<file path="src/rtl/spi_frame_master.sv">
// spi_frame_master
// SPI mode-0 master that shifts out one 32-bit command frame per accepted
// request and captures the 32 bits returned on MISO during the same frame.
// Frame layout: bit31 read flag, [30:26] target, [25:24] bank,
// [23:16] address, [15:0] data, sent MSB first.
//
// Ports:
//   clk        system clock
//   rst_n      asynchronous active-low reset
//   cmd_valid  command request
//   cmd_ready  block accepts a command this cycle
//   cmd_data   frame to transmit (sampled only at the handshake)
//   rsp_valid  one-cycle pulse, rsp_data is valid
//   rsp_data   MISO bits of the completed frame, first bit received in [31]
//   busy       high from handshake until the end of the inter-frame gap
//   M_SCK      SPI clock, idles low
//   M_MOSI     SPI data out
//   M_MISO     SPI data in, already synchronous to clk
//   M_CS       chip select, active low
module spi_frame_master #(
    parameter int CLK_DIV  = 4,
    parameter int CS_SETUP = 2,
    parameter int CS_HOLD  = 2,
    parameter int CS_GAP   = 4
) (
    input  logic        clk,
    input  logic        rst_n,
    input  logic        cmd_valid,
    output logic        cmd_ready,
    input  logic [31:0] cmd_data,
    output logic        rsp_valid,
    output logic [31:0] rsp_data,
    output logic        busy,
    output logic        M_SCK,
    output logic        M_MOSI,
    input  logic        M_MISO,
    output logic        M_CS
);

    typedef enum logic [2:0] {IDLE, SETUP, SHIFT, HOLD, GAP} state_t;

    // Terminal counts for the per-state cycle counter.
    localparam logic [15:0] DIV_LAST   = 16'(CLK_DIV - 1);
    localparam logic [15:0] SETUP_LAST = 16'(CS_SETUP - 1);
    localparam logic [15:0] HOLD_LAST  = 16'(CS_HOLD - 1);
    localparam logic [15:0] GAP_LAST   = 16'(CS_GAP - 1);

    state_t      state, state_next;
    logic [15:0] cnt, cnt_next;
    logic [4:0]  bit_cnt, bit_cnt_next;
    logic [31:0] tx, tx_next;
    logic [31:0] rx, rx_next;
    logic        sck_next, mosi_next, cs_next;
    logic        ready_next, busy_next, rsp_valid_next;
    logic [31:0] rsp_data_next;

    // Every output is a flop so the SPI pins cannot glitch; the state
    // register and all outputs reset asynchronously to their idle values.
    always_ff @(posedge clk or negedge rst_n) begin
        if (!rst_n) begin
            state     <= IDLE;
            cnt       <= '0;
            bit_cnt   <= '0;
            tx        <= '0;
            rx        <= '0;
            M_SCK     <= 1'b0;
            M_MOSI    <= 1'b0;
            M_CS      <= 1'b1;
            cmd_ready <= 1'b0;
            busy      <= 1'b0;
            rsp_valid <= 1'b0;
            rsp_data  <= '0;
        end else begin
            state     <= state_next;
            cnt       <= cnt_next;
            bit_cnt   <= bit_cnt_next;
            tx        <= tx_next;
            rx        <= rx_next;
            M_SCK     <= sck_next;
            M_MOSI    <= mosi_next;
            M_CS      <= cs_next;
            cmd_ready <= ready_next;
            busy      <= busy_next;
            rsp_valid <= rsp_valid_next;
            rsp_data  <= rsp_data_next;
        end
    end

    // Next-state and next-output logic. cnt counts cycles spent in the
    // current state (or SCK phase while shifting) and restarts at zero on
    // each transition.
    always_comb begin
        state_next     = state;
        cnt_next       = cnt + 16'd1;
        bit_cnt_next   = bit_cnt;
        tx_next        = tx;
        rx_next        = rx;
        sck_next       = M_SCK;
        mosi_next      = M_MOSI;
        cs_next        = M_CS;
        rsp_valid_next = 1'b0;
        rsp_data_next  = rsp_data;

        case (state)
            IDLE: begin
                cnt_next = '0;
                if (cmd_valid && cmd_ready) begin
                    tx_next      = cmd_data;
                    mosi_next    = cmd_data[31];
                    cs_next      = 1'b0;
                    bit_cnt_next = '0;
                    state_next   = SETUP;
                end
            end
            SETUP: begin
                if (cnt == SETUP_LAST) begin
                    cnt_next   = '0;
                    state_next = SHIFT;
                end
            end
            SHIFT: begin
                if (cnt == DIV_LAST) begin
                    cnt_next = '0;
                    sck_next = ~M_SCK;
                    if (!M_SCK) begin
                        // Rising SCK edge: capture MISO.
                        rx_next = {rx[30:0], M_MISO};
                    end else if (bit_cnt == 5'd31) begin
                        // Last falling edge: MOSI stays on bit 0.
                        state_next = HOLD;
                    end else begin
                        bit_cnt_next = bit_cnt + 5'd1;
                        tx_next      = {tx[30:0], 1'b0};
                        mosi_next    = tx[30];
                    end
                end
            end
            HOLD: begin
                if (cnt == HOLD_LAST) begin
                    cnt_next       = '0;
                    cs_next        = 1'b1;
                    mosi_next      = 1'b0;
                    rsp_data_next  = rx;
                    rsp_valid_next = 1'b1;
                    state_next     = GAP;
                end
            end
            GAP: begin
                if (cnt == GAP_LAST) begin
                    cnt_next   = '0;
                    state_next = IDLE;
                end
            end
            default: begin
                state_next = IDLE;
            end
        endcase

        // Registered ready/busy follow the state being entered, so ready is
        // low throughout reset and rises one clock after release.
        ready_next = (state_next == IDLE);
        busy_next  = (state_next != IDLE);
    end

endmodule

</file>
<file path="config.mk">
export PLATFORM = sky130hd
export DESIGN_NAME = spi_frame_master
export DESIGN_NICKNAME = d
export VERILOG_FILES = /design/src/rtl/spi_frame_master.sv
export SDC_FILE = /design/constraint.sdc
export NUM_CORES = 1
export LEC_CHECK = 0
export ABC_CLOCK_PERIOD_IN_PS = 3100
export BUFFER_PORTS_ARGS = -buffer_cell sky130_fd_sc_hd__buf_2
export CORE_UTILIZATION = 55
export CTS_CLUSTER_SIZE = 20
export DETAILED_ROUTE_END_ITERATION = 7
export PLACE_DENSITY_LB_ADDON = 0.08
export SLEW_MARGIN = 5
export SYNTH_ARGS = -nofsm -noshare
export SYNTH_HDL_FRONTEND = slang
export SYNTH_SLANG_ARGS = --single-unit
</file>
<file path="constraint.sdc">
create_clock -name clk -period 3.1 [get_ports clk]
set_input_delay 0.465 -clock clk [delete_from_list [all_inputs] [get_ports clk]]
set_output_delay 0.465 -clock clk [all_outputs]
set_load 0.03 [all_outputs]
</file>
==> flow_summary.json <==
{
  "drv_slew": 0,
  "wl_per_cell_um": 15.2,
  "path_cells": "or4_1, or4_4, and3b_1, a2111oi_2, mux2_1",
  "core_region_area_mm2": 0.00937,
  "antenna_found_initial": 0,
  "async_reset_ff_share_pct": 100,
  "grt_max_degree": 72,
  "gp_congestion": 0.769,
  "rrSetupSlack_ns": 0.53,
  "cts_buffer_depth": 2,
  "clock_skew_ns": 0.00823,
  "ff2ff_path_depth": 5,
  "insertion_delay_ns": 0.51,
  "setup_viol_count_final": 0,
  "areaGrowthSynthToFinish_pct": 19.2,
  "drtIter0Drc": 103,
  "seq_power_share_pct": 47.5,
  "dp_hpwl_mm": 6.18,
  "cts_tree": "built",
  "final_common_cell": "dfrtp_1",
  "synth_compound_area_share_pct": 8.32,
  "track_usage_pct": 21.1,
  "synth_mux_area_share_pct": 19.4,
  "synthAdderAreaFrac_pct": 1.14,
  "drc": 0,
  "die_w_um": 101,
  "synth_top_family_by_area": "multiplexers",
  "cp.buffers_inverters": 0,
  "die-area_mm2": 0.0102,
  "ios": 74,
  "synth_area_leaders": "dfrtp_1 58%, mux2_2 14%, a21oi_1 5.9%",
  "hold_violations": 0,
  "critPathTopFamily": "simple AND/OR/NAND/NOR gates",
  "rows": 35,
  "cts_buffers": 17,
  "yosysWarningCount": 0,
  "grt_setup_unrepaired": "false",
  "status": "finished clean",
  "min_period_ns": 2.57,
  "worst_pin_slew_ns": 0.889,
  "synth.distinct_cells": 45,
  "seq_area_frac_synth_pct": 58.1,
  "endpoint_kind": "flop",
  "viasPerCell": 5.38,
  "drv_cap": 0,
  "dp.cells": 615,
  "p_comb_share_pct": 1.8,
  "netSwitchingPower_mw": 0.736,
  "syn_nets": 468,
  "grt_pass1_vias": 3395,
  "p_leak_nw": 3.47,
  "htreeDepth": 4,
  "grt-ovfl-total": 0,
  "p_per_area_mw_per_mm2": 538,
  "clockPowerShare_pct": 50.7,
  "postCtsSetupRepairBufs": 0,
  "synthSimpleGateAreaFrac_pct": 8.25,
  "min-delay-path-class": "in -> async",
  "internal_power_mw": 2.72,
  "cp_slowest_stage_delay_ns": 0.61,
  "yosys.area.top_type": "dfrtp_1",
  "clkTransAtPathRegs_ns": 0.06,
  "synth_edf_count": 0,
  "fin_tns_setup_ns": 0,
  "cp.depth": 5,
  "fmax_mhz": 389,
  "yosysTopAreaCellShare_pct": 57.7,
  "synth-main-ff-cell": "dfrtp_1",
  "clkSinkCount": 125,
  "die_h_um": 101,
  "nets": 545,
  "ys_seq_elements": 125,
  "ctsResizeCount": 0,
  "critPathLaunchType": "flop",
  "synth_cells": 428,
  "crit_required_ns": 3.49,
  "mostFrequentLayoutCells": "124 x dfrtp_1, 72 x buf_2, 65 x mux2_2, 63 x a21oi_1, 30 x mux2i_1",
  "hold_buffers": 0,
  "dr.pass1.iters": 4,
  "initial_core_util_pct": 57.4,
  "syn_area_mm2": 0.00538,
  "routed_wl_mm": 9.81,
  "cp_max_fo": 6,
  "vdd_drop_max_uv": 376,
  "cpMaxStageDelayCell": "or4_1",
  "syn_area_per_cell_um2": 12.6,
  "portBuffers": 73,
  "postRouteAntennaNets": 0,
  "crit_type": "reg -> reg",
  "synth_xor_area_share_pct": 2.44,
  "layout-drive-gt1-share_pct": 37.1,
  "post-route-period-util_pct": 83.0,
  "fin_cells": 647,
  "diodes": 0,
  "cts-root-buf": "clkbuf_8",
  "vias": 3483,
  "switching_share_pct": 21.3,
  "arrival_ns": 2.96,
  "grt_pass1_wl_mm": 16.4,
  "slew_headroom_pct": 40.8
}
-- per-stage QoR --
| stage | total power [mW] | util (%) | setup WS [ns] | hold WS, ns | cell area (um^2) |
|---|---|---|---|---|---|
| 6_report | 3.45 | 68.5 | 0.527 | 0.0800 | 6410 |
| 2_1_floorplan | 1.67 | - | 0.556 | 0.169 | 5380 |
| 3_3_place_gp | 1.73 | 62.9 | 0.570 | 0.484 | 5890 |
| 3_5_place_dp | 1.73 | 62.9 | 0.528 | 0.487 | 5890 |
| 4_1_cts | 3.50 | 68.5 | 0.509 | 0.0952 | 6410 |
| 5_1_grt | 3.58 | 68.5 | 0.392 | 0.129 | 6410 |
-- cell families (layout without fill, tap and decap cells) --
| logic type | Yosys count | in the layout |
|---|---|---|
| adder cells (fa/ha/maj) | 5 | 5 |
| AND/OR/NAND/NOR | 83 | 83 |
| flip-flops | 125 | 125 |
| XOR/XNOR | 15 | 15 |
| buffers and inverters | 27 | 117 |
| AO/OA/AOI/OAI | 77 | 77 |
| multiplexers | 96 | 96 |
-- worst register-to-register path, stage by stage, from the launching register on --
cell       delay [ns]
dfrtp_1          0.43
or4_1            0.61
or4_4            0.56
and3b_1          0.22
a2111oi_2        0.30
mux2_1           0.35
-- power groups by stage --
stage / Combinational, mW / Clock, mW / Sequential (mW)
2_1_floorplan: 0.00464 / 0 / 1.67
3_3_place_gp: 0.0633 / 0 / 1.67
3_5_place_dp: 0.0646 / 0 / 1.67
4_1_cts: 0.0651 / 1.79 / 1.64
5_1_grt: 0.0706 / 1.87 / 1.64
6_report: 0.0619 / 1.75 / 1.64
-- flip-flops by register name (all words and copies together) (netlist names) --
name       count
rsp_data      32
rx            32
tx            31
cnt           16
bit_cnt        5
state          3
M_CS           1
M_MOSI         1
M_SCK          1
busy           1
cmd_ready      1
rsp_valid      1
-- path summary, 6_finish.rpt --
check | startpoint | to
setup / recovery | cnt[2]$_DFF_PN0_ | M_MOSI$_DFFE_PN0P_
hold / removal | rst_n | rsp_data[3]$_DFFE_PN0P_
setup reg to reg | cnt[2]$_DFF_PN0_ | M_MOSI$_DFFE_PN0P_
max in group asynchronous | rst_n | cnt[11]$_DFF_PN0_
min in group clk | cmd_data[0] | tx[0]$_DFFE_PN0P_
hold reg to reg | rsp_data[7]$_DFFE_PN0P_ | rsp_data[7]$_DFFE_PN0P_
-- cell usage after synthesis (3+ instances only) --
cell type / n
nand3_1: 10
mux2i_1: 30
inv_1: 3
mux2_2: 65
clkbuf_1: 12
xnor2_1: 7
nand4_1: 3
ha_1: 4
a22o_1: 3
nand2b_1: 4
a21oi_1: 63
buf_2: 9
nand2_1: 15
nor2_1: 24
xor2_1: 8
or4_4: 3
dfrtp_1: 124
nor3_1: 5
-- layout make-up --
type	instances	area (um^2)
sequential	125	3130
fill	738	2960
multi-input combinational	276	2140
timing repair buffer	82	448
clock buffer	21	429
tap	129	161
clock inverter	11	95.1
inverter	3	11.3
-- layer usage --
layer	part of all wire [%]	GRT usage [%]	wire (um)	up-vias
met5	0	0	0	-
met4	0.97	6.13	95	0
met3	4.5	6.73	439	12
met2	47	33.2	4640	71
met1	47	28.1	4630	1716
li1	-	-	-	1684
(Power assumes the default switching activity.)
